[src/rtl/fetch_pkg.sv]
// Shared types and constants for the instruction fetch front end.
package fetch_pkg;

  localparam int INSTR_W = 16;
  localparam int PC_W    = 16;
  localparam int ENTRY_W = PC_W + INSTR_W;

  localparam logic [PC_W-1:0] RESET_PC = 16'h0000;
  localparam logic [PC_W-1:0] PC_STEP  = 16'h0002;

  typedef enum logic [0:0] {
    RUN    = 1'b0,
    HALTED = 1'b1
  } fetch_state_e;

  // One fetched instruction together with the byte address it came from.
  typedef struct packed {
    logic [PC_W-1:0]    pc;
    logic [INSTR_W-1:0] instr;
  } fetch_entry_t;

  // Word address presented to the instruction memory for a byte PC.
  function automatic logic [PC_W-2:0] pc_word(input logic [PC_W-1:0] pc);
    return pc[PC_W-1:1];
  endfunction

endpackage

[src/rtl/fetch_queue.sv]
// Small synchronous FIFO holding {pc, instr} pairs between memory return and decode.
// Pointers carry one extra bit so full and empty are distinguishable; flush
// empties the queue in one cycle and takes priority over push and pop.
module fetch_queue
  import fetch_pkg::*;
#(
  parameter int DEPTH = 4
) (
  input  logic                     clk,
  input  logic                     rst,
  input  logic                     push,
  input  logic [ENTRY_W-1:0]       push_data,
  input  logic                     pop,
  input  logic                     flush,
  output logic [ENTRY_W-1:0]       head,
  output logic                     empty,
  output logic [$clog2(DEPTH):0]   count
);

  localparam int AW = $clog2(DEPTH);
  localparam logic [AW:0] PTR_ONE = (AW+1)'(1);

  logic [ENTRY_W-1:0] mem_r [DEPTH];
  logic [AW:0]        wr_ptr_r;
  logic [AW:0]        rd_ptr_r;
  logic               full_s;
  logic               do_push_s;
  logic               do_pop_s;

  assign empty  = (wr_ptr_r == rd_ptr_r);
  assign full_s = (wr_ptr_r[AW-1:0] == rd_ptr_r[AW-1:0]) && (wr_ptr_r[AW] != rd_ptr_r[AW]);
  assign count  = wr_ptr_r - rd_ptr_r;
  assign head   = mem_r[rd_ptr_r[AW-1:0]];

  // Qualify requests so a stray push on full or pop on empty cannot corrupt the pointers.
  always_comb begin
    do_push_s = 1'b0;
    do_pop_s  = 1'b0;
    if (flush) begin
      do_push_s = 1'b0;
      do_pop_s  = 1'b0;
    end else begin
      do_push_s = push && !full_s;
      do_pop_s  = pop && !empty;
    end
  end

  // Read/write pointer update; flush returns both to zero.
  always_ff @(posedge clk or posedge rst) begin
    if (rst) begin
      wr_ptr_r <= {(AW+1){1'b0}};
      rd_ptr_r <= {(AW+1){1'b0}};
    end else if (flush) begin
      wr_ptr_r <= {(AW+1){1'b0}};
      rd_ptr_r <= {(AW+1){1'b0}};
    end else begin
      if (do_push_s) begin
        wr_ptr_r <= wr_ptr_r + PTR_ONE;
      end
      if (do_pop_s) begin
        rd_ptr_r <= rd_ptr_r + PTR_ONE;
      end
    end
  end

  // Entry storage; cleared on reset so the head never shows stale data after power-up.
  always_ff @(posedge clk or posedge rst) begin
    if (rst) begin
      for (int i = 0; i < DEPTH; i++) begin
        mem_r[i] <= {ENTRY_W{1'b0}};
      end
    end else if (do_push_s) begin
      mem_r[wr_ptr_r[AW-1:0]] <= push_data;
    end
  end

endmodule

[src/rtl/fetch_unit.sv]
// Instruction fetch front end: owns the PC, issues one read per cycle into a
// fixed-latency memory port, tracks in-flight reads and buffers returns for
// decode behind a valid/ready handshake. Redirect and halt kill wrong-path work.
// Optional feature macro: FETCH_BYPASS_EN (present a return straight to decode
// when the queue is empty, saving one cycle of latency).
module fetch_unit
  import fetch_pkg::*;
#(
  parameter int MEM_LAT = 2,
  parameter int Q_DEPTH = 4
) (
  input  logic        clk,
  input  logic        rst,
  output logic [14:0] imem_raddr,
  input  logic [15:0] imem_rdata,
  input  logic        redirect,
  input  logic [15:0] redirect_pc,
  input  logic        halt,
  output logic        out_valid,
  input  logic        out_ready,
  output logic [15:0] out_instr,
  output logic [15:0] out_pc
);

  localparam int CNT_W = $clog2(Q_DEPTH) + 1;
  localparam logic [CNT_W:0] CREDIT_LIM = (CNT_W+1)'(Q_DEPTH);

  // Parameter sanity: a full queue plus every in-flight return must fit.
  generate
    if (Q_DEPTH < MEM_LAT + 1) begin : g_bad_depth
      $error("fetch_unit: Q_DEPTH must be at least MEM_LAT+1");
    end
    if ((Q_DEPTH & (Q_DEPTH - 1)) != 0) begin : g_bad_pow2
      $error("fetch_unit: Q_DEPTH must be a power of 2");
    end
    if (MEM_LAT < 1) begin : g_bad_lat
      $error("fetch_unit: MEM_LAT must be at least 1");
    end
  endgenerate

  fetch_state_e       state_r;
  fetch_state_e       state_next_s;
  logic [PC_W-1:0]    pc_r;
  logic [PC_W-1:0]    pc_next_s;
  logic [PC_W-1:0]    issue_pc_s;
  logic [MEM_LAT-1:0] infl_valid_r;
  logic [PC_W-1:0]    infl_pc_r [MEM_LAT];
  logic [CNT_W-1:0]   infl_cnt_s;
  logic [CNT_W-1:0]   q_count_s;
  logic [CNT_W:0]     credit_used_s;
  logic               run_s;
  logic               kill_s;
  logic               issue_s;
  logic               ret_s;
  logic               byp_s;
  logic               push_s;
  logic               pop_s;
  logic               q_empty_s;
  logic [ENTRY_W-1:0] q_head_s;
  logic [ENTRY_W-1:0] ret_entry_s;
  fetch_entry_t       head_s;
  logic               redirect_pc_unused_s;

  // Bit 0 of the jump target is meaningless for 16-bit aligned instructions.
  assign redirect_pc_unused_s = redirect_pc[0];

  // State register.
  always_ff @(posedge clk or posedge rst) begin
    if (rst) begin
      state_r <= RUN;
    end else begin
      state_r <= state_next_s;
    end
  end

  // Next state: halt is sticky, only reset brings fetch back.
  always_comb begin
    state_next_s = state_r;
    case (state_r)
      RUN: begin
        if (halt) begin
          state_next_s = HALTED;
        end else begin
          state_next_s = RUN;
        end
      end
      HALTED:  state_next_s = HALTED;
      default: state_next_s = RUN;
    endcase
  end

  // Count valid in-flight reads for the credit check.
  always_comb begin
    infl_cnt_s = {CNT_W{1'b0}};
    for (int i = 0; i < MEM_LAT; i++) begin
      infl_cnt_s = infl_cnt_s + CNT_W'(infl_valid_r[i]);
    end
  end

  // Issue decision: redirect forces a read of the target; otherwise issue only
  // while in-flight plus buffered entries leave a guaranteed queue slot.
  always_comb begin
    run_s         = (state_r == RUN);
    kill_s        = redirect || halt || !run_s;
    credit_used_s = {1'b0, infl_cnt_s} + {1'b0, q_count_s};
    issue_pc_s    = pc_r;
    issue_s       = 1'b0;
    pc_next_s     = pc_r;
    if (redirect) begin
      issue_pc_s = {redirect_pc[PC_W-1:1], 1'b0};
    end else begin
      issue_pc_s = pc_r;
    end
    if (run_s && !halt) begin
      issue_s = redirect || (credit_used_s < CREDIT_LIM);
    end else begin
      issue_s = 1'b0;
    end
    if (issue_s) begin
      pc_next_s = issue_pc_s + PC_STEP;
    end else begin
      pc_next_s = pc_r;
    end
  end

  // Memory read address; held at zero while reset is asserted.
  always_comb begin
    imem_raddr = 15'd0;
    if (rst) begin
      imem_raddr = 15'd0;
    end else begin
      imem_raddr = pc_word(issue_pc_s);
    end
  end

  // Program counter.
  always_ff @(posedge clk or posedge rst) begin
    if (rst) begin
      pc_r <= RESET_PC;
    end else begin
      pc_r <= pc_next_s;
    end
  end

  // In-flight shift register; kill drops every older read but keeps the new issue.
  always_ff @(posedge clk or posedge rst) begin
    if (rst) begin
      infl_valid_r <= {MEM_LAT{1'b0}};
      for (int i = 0; i < MEM_LAT; i++) begin
        infl_pc_r[i] <= RESET_PC;
      end
    end else begin
      infl_valid_r[0] <= issue_s;
      infl_pc_r[0]    <= issue_pc_s;
      for (int i = 1; i < MEM_LAT; i++) begin
        infl_valid_r[i] <= infl_valid_r[i-1] && !kill_s;
        infl_pc_r[i]    <= infl_pc_r[i-1];
      end
    end
  end

  // Return path and decode handshake; a redirect-cycle return is never used.
  always_comb begin
    ret_s       = infl_valid_r[MEM_LAT-1] && !redirect && run_s;
    ret_entry_s = {infl_pc_r[MEM_LAT-1], imem_rdata};
`ifdef FETCH_BYPASS_EN
    byp_s       = ret_s && q_empty_s;
`else
    byp_s       = 1'b0;
`endif
    head_s      = fetch_entry_t'(q_head_s);
    if (byp_s) begin
      head_s = fetch_entry_t'(ret_entry_s);
    end else begin
      head_s = fetch_entry_t'(q_head_s);
    end
    out_valid = run_s && (!q_empty_s || byp_s);
    pop_s     = out_valid && out_ready && !q_empty_s;
    push_s    = ret_s && !(byp_s && out_ready);
    out_instr = 16'h0000;
    out_pc    = 16'h0000;
    if (out_valid) begin
      out_instr = head_s.instr;
      out_pc    = head_s.pc;
    end else begin
      out_instr = 16'h0000;
      out_pc    = 16'h0000;
    end
  end

  fetch_queue #(
    .DEPTH (Q_DEPTH)
  ) u_queue (
    .clk       (clk),
    .rst       (rst),
    .push      (push_s),
    .push_data (ret_entry_s),
    .pop       (pop_s),
    .flush     (kill_s),
    .head      (q_head_s),
    .empty     (q_empty_s),
    .count     (q_count_s)
  );

endmodule

[config.mk]
export PLATFORM = sky130hd
export DESIGN_NAME = fetch_unit
export DESIGN_NICKNAME = d
export VERILOG_FILES = /design/src/rtl/fetch_pkg.sv /design/src/rtl/fetch_queue.sv /design/src/rtl/fetch_unit.sv
export SDC_FILE = /design/constraint.sdc
export NUM_CORES = 1
export LEC_CHECK = 0
export ABC_AREA = 0
export BUFFER_PORTS_ARGS = -buffer_cell sky130_fd_sc_hd__buf_2
export CAP_MARGIN = 20
export CORE_MARGIN = 5
export CORE_UTILIZATION = 40
export DETAILED_ROUTE_END_ITERATION = 8
export HOLD_SLACK_MARGIN = 0.08
export SETUP_SLACK_MARGIN = 0.1
export SYNTH_ARGS = -nofsm -noshare
export SYNTH_HDL_FRONTEND = slang
export SYNTH_SLANG_ARGS = --single-unit
[constraint.sdc]
create_clock -name clk -period 8.01 [get_ports clk]
set_input_delay 0.801 -clock clk [delete_from_list [all_inputs] [get_ports clk]]
set_output_delay 0.801 -clock clk [all_outputs]
set_load 0.005 [all_outputs]
# --- After elaboration in Yosys (flattened, before gate mapping) ---
# Cells that the tools add are included.
totals:
  regBits: 185
  input_bits: 37
  word_cells: 67
classes:
  n_addsub: 6
  order_cmp: 4
  n_eq_ne: 3
  n_mux: 19
  n_bitwise: 3
  reduce_logical: 21
ops:
  columns: ["operator", "count"]
  rows:
  - ["bitwise mux 128 bit", 1]
  - ["2-to-1 mux 32 bit", 3]
  - ["binary-select mux 32 bit (select 2 bit)", 1]
  - ["demux 32 bit (select 2 bit)", 1]
  - ["2-to-1 mux 16 bit", 3]
  - ["adder 16 x 2 -> 16 bit (second input constant)", 1]
  - ["2-to-1 mux 15 bit", 1]
  - ["2-to-1 mux 3 bit", 4]
  - ["logical AND 1 bit", 11]
  - ["adder 3 x 1 -> 3 bit (second input constant)", 2]
  - [">= comparator 3 bit (second input constant)", 2]
  - ["NOT 2 -> 3 bit", 2]
  - ["zero test 1 bit", 5]
  - ["adder 2 x 3 -> 4 bit", 1]
  - ["< comparator 4 x 3 -> 1 bit (second input constant)", 1]
  - ["2-to-1 mux 1 bit", 4]
  - ["nonzero test 2 bit", 2]
  - ["== test 3 bit", 1]
  - ["logical OR 1 bit", 3]
  - ["< comparator 3 x 1 -> 1 bit (second input constant)", 1]
  - ["subtractor 3 bit", 1]
  - ["adder 1 x 1 -> 2 bit", 1]
  - ["== test 2 bit", 1]
  - ["one-hot mux 1 bit (2 select lines)", 1]
  - ["other kinds (2)", 2]

# --- Longest topological paths before layout ---
depth:
  word_depth: 9
  depth_mapped: 10
  depth_no_buf: 8

# --- By module ---
# Synthesis repeated with hierarchy kept, for this count alone.
hier_totals:
  cells_unflattened: 598
  hier_area_um2: 8489.4
modules_own_cells:
  columns: ["module", "instances", "cells_per_inst", "area_per_inst_um2", "seq_area_each_um2"]
  rows:
  - ["fetch_queue", 1, 366, 6047.0, 3353.2]
  - ["fetch_unit", 1, 232, 2442.3, 1276.2]

# --- Worst setup path after synthesis ---
# OpenSTA, ideal clock, no wires.
synth_timing:
  path_type: "input to output"
  startpoint: "input rst"
  endpoint: "output imem_raddr[0]"
  arrival_time_ns: 5.327
  t_required_ns: 7.209
  setup_slack_ns: 1.882
  stages: 3
  n_path_buf: 1
  cell_sequence: "clkbuf_1 inv_1 and2_1"
synth_via:
  elab_chain_cells: 1
synth_rtl:
  columns: ["item", "line", "rtl"]
  rows:
  - ["start, declared", "fetch_unit.sv:13", "input logic rst,"]
  - ["2-to-1 mux 15 bit", "fetch_unit.sv:129", "if (rst) begin"]
  - ["end, declared", "fetch_unit.sv:14", "output logic [14:0] imem_raddr,"]
# Every way passes these cells.

# --- Final worst setup path ---
layout_timing:
  startpoint: "register u_queue.wr_ptr_r[0]"
  endpoint: "output out_pc[12]"
layout_via:
  elab_chain_cells: 4
layout_rtl:
  columns: ["item", "line", "rtl"]
  rows:
  - ["start, declared", "fetch_queue.sv:24", "logic [AW:0] wr_ptr_r;"]
  - ["start signal, assigned", "fetch_queue.sv:51", "wr_ptr_r <= {(AW+1){1'b0}};"]
  - ["start signal, assigned", "fetch_queue.sv:54", "wr_ptr_r <= {(AW+1){1'b0}};"]
  - ["start signal, assigned", "fetch_queue.sv:58", "wr_ptr_r <= wr_ptr_r + PTR_ONE;"]
  - ["== test 3 bit", "fetch_queue.sv:30", "assign empty = (wr_ptr_r == rd_ptr_r);"]
  - ["zero test 1 bit", "fetch_unit.sv:177", "out_valid = run_s && (!q_empty_s || byp_s);"]
  - ["logical AND 1 bit", "fetch_unit.sv:177", null]
  - ["2-to-1 mux 16 bit", "fetch_unit.sv:182", "if (out_valid) begin"]
  - ["end, declared", "fetch_unit.sv:22", "output logic [15:0] out_pc"]
# Every way passes these cells.

==> flow_summary.json <==
{
  "final_common_cell": "dfrtp_1",
  "ant_nets": 0,
  "r2r-start": "u_queue.rd_ptr_r[1]$_DFFE_PP0P_",
  "ir_drop_uv": 150,
  "ys_seq_area_share_pct": 54.8,
  "cts.sinks": 185,
  "num_vias": 4882,
  "synthArstFlopShare_pct": 100,
  "clockBufferDepth": 2,
  "crit_start": "u_queue.wr_ptr_r[0]$_DFFE_PP0P_",
  "start_util_pct": 40.4,
  "syn_area_mm2": 0.00844,
  "route.met3.wl_um": 677,
  "multi_input_area_mm2": 0.00350,
  "via_per_inst": 5.18,
  "placed_area_mm2": 0.00901,
  "post_cts_buffers": 0,
  "grt_pass1_wl_um": 29000,
  "met2_length_um": 8660,
  "ys.flop_type": "dfrtp_1",
  "first_pass_iters": 4,
  "yosysUniqueCellTypes": 55,
  "area_growth_pct": 13.8,
  "grt_pass1_vias": 5492,
  "path_clk_slew_ns": 0.06,
  "cts_buffers": 17,
  "finalSetupViolations": 0,
  "worst_ep_arrival_time_ns": 2.60,
  "overflow": 0,
  "min_path_type": "register to register",
  "cp_max_fo": 33,
  "tns_ns": 0,
  "topRoutingLayerUsed": "met4",
  "critical_path_required_ns": 7.21,
  "cts_hold_buf": 0,
  "routed_wl_um": 17200,
  "syn_avg_cell_area_um2": 14.6,
  "post-route-drc-count": 0,
  "worstMarginPinSlew_ns": 0.882,
  "maxSlewHeadroom_pct": 41.1,
  "drt-initial-drc-count": 176,
  "drive_gt1_share_pct": 43.8,
  "io_pins": 85,
  "maxSlewViolCount": 0,
  "core-area_mm2": 0.0209,
  "start_kind": "register",
  "cts_max_level": 4,
  "rsz0062_at_grt": "false",
  "grt_usage_pct": 15.2,
  "wire_per_inst_um": 18.3,
  "dpl.hpwl_um": 10900,
  "fin_nets": 702,
  "final_cell_mix": "dfrtp_1 (183), mux2_2 (127), buf_2 (83)",
  "rows": 53,
  "period_share_pct": 42.5,
  "synth_edf_count": 0,
  "seqCellArea_mm2": 0.00463,
  "criticalPathCategory": "register to output port",
  "min_from": "infl_pc_r[29]$_DFF_PP0_",
  "die-area_mm2": 0.0241,
  "status": "finished, final reports clean",
  "antenna_cells": 0,
  "synth_nets": 626,
  "design_area_mm2": 0.00960,
  "cts_tree": "built",
  "chipWidth_um": 155,
  "cts_resized": 0,
  "dieHeight_um": 155,
  "synthCells": 579,
  "layout_min_cycle_time_ns": 3.41,
  "end_kind": "output port",
  "final_util_pct": 46.0,
  "port_buffers": 83,
  "antenna_found_initial": 0,
  "met1Wirelength_um": 7800,
  "clk_latency_ns": 0.42,
  "root_buffer": "clkbuf_16",
  "p_leak_nw": 4.82,
  "synth_warnings": 0,
  "nFillCells": 1847,
  "fin_skew_ns": 0.00957,
  "final_hold_viol_count": 0,
  "max_freq_mhz": 294,
  "gp_congestion": 0.834,
  "drv_cap": 0,
  "powerDensity_mw_per_mm2": 193,
  "ys_ff_latch": 185,
  "grt_max_degree": 118
}
registers in the layout, indices dropped and copies added, names as in the netlist:
signal            flops
u_queue.wr_ptr_r      3
state_r               1
infl_valid_r          2
infl_pc_r            32
u_queue.mem_r       128
pc_r                 16
u_queue.rd_ptr_r      3
critical path, stage by stage, from the launching register on:
cell and delay, ns:
dfrtp_1 0.41, inv_1 0.16, ha_1 0.29, and2_1 0.22
a21oi_4 0.71, and2_1 0.27, buf_2 0.13
synthesized netlist by cell type, types with 2 or more instances:
cell type | count | share of area, %
a211oi_1 | 2 | 0.18
a21oi_1 | 7 | 0.41
a31oi_1 | 2 | 0.15
and2_1 | 39 | 2.9
and3_1 | 2 | 0.15
and4_1 | 2 | 0.21
buf_2 | 10 | 0.59
buf_6 | 15 | 2.0
clkbuf_1 | 5 | 0.22
dfrtp_1 | 185 | 55
ha_1 | 9 | 1.3
inv_1 | 19 | 0.84
mux2_1 | 8 | 1.1
mux2_2 | 127 | 17
mux2i_1 | 10 | 1.2
mux4_2 | 32 | 8.5
nand2_1 | 18 | 0.80
nand2_4 | 4 | 0.53
nand3_1 | 3 | 0.18
nand3b_1 | 2 | 0.18
nand4_1 | 2 | 0.15
nand4b_1 | 3 | 0.31
nor2_1 | 21 | 0.93
nor4_1 | 2 | 0.15
o21ai_0 | 6 | 0.36
o31a_1 | 2 | 0.21
o31ai_1 | 8 | 0.71
xnor2_1 | 7 | 0.73
per-layer routing:
layer | vias up | GRT usage, %
met4 | 0 | 3.67
met2 | 93 | 25.6
met1 | 2548 | 19.8
li1 | 2230 | -
met3 | 11 | 3.92
met5 | - | 0
cell families (layout without fill, tap and decap cells):
logic type / after synthesis / count (layout) / share of synthesized area [%]
buf+inv: 51 / 139 / 3.79
compound gates: 40 / 40 / 3.59
fa+ha+maj: 10 / 10 / 1.57
mux: 177 / 177 / 27.7
simple gates: 106 / 106 / 7.20
xor+xnor: 10 / 10 / 1.29
flops: 185 / 185 / 54.8
worst paths after layout:
| path | endpoint | slack [ns] | depth (start not counted) |
|---|---|---|---|
| setup / recovery | out_pc[12] | 4.60 | 6 |
| max in group asynchronous | u_queue.rd_ptr_r[0]$_DFFE_PP0P_ | 6.34 | 4 |
| hold / removal | infl_pc_r[13]$_DFF_PP0_ | 0.35 | 0 |
| hold reg to reg | infl_pc_r[13]$_DFF_PP0_ | 0.35 | 0 |
| min in group asynchronous | pc_r[1]$_DFFE_PP0P_ | 0.58 | 2 |
| setup reg to reg | pc_r[14]$_DFFE_PP0P_ | 5.33 | 7 |
area by class of cell:
cell class / instances / area share, %
Clock buffer: 24 / 5.22
Clock inverter: 7 / 0.690
Inverter: 20 / 0.860
Multi-Input combinational cell: 343 / 36.5
Sequential cell: 185 / 48.2
Tap cell: 275 / 3.58
Timing Repair Buffer: 88 / 4.92
stage by stage:
step                      hold WS, ns  std cells  setup slack, ns  power [mW]
final                           0.349        942             4.60        1.85
after global routing            0.364        942             4.39        1.94
after CTS                       0.350        941             4.54        1.88
after detailed placement        0.335        910             5.00        1.07
after global placement          0.333        910             5.05        1.06
after floorplan                 0.331        579             1.88        1.03
where the power goes:
group,switching [mW],internal (mW)
clock,0.335,0.467
sequential,0.0159,0.956
combinational,0.0516,0.0283
total,0.403,1.45
Note: power is estimated with default switching activity, not from simulation.
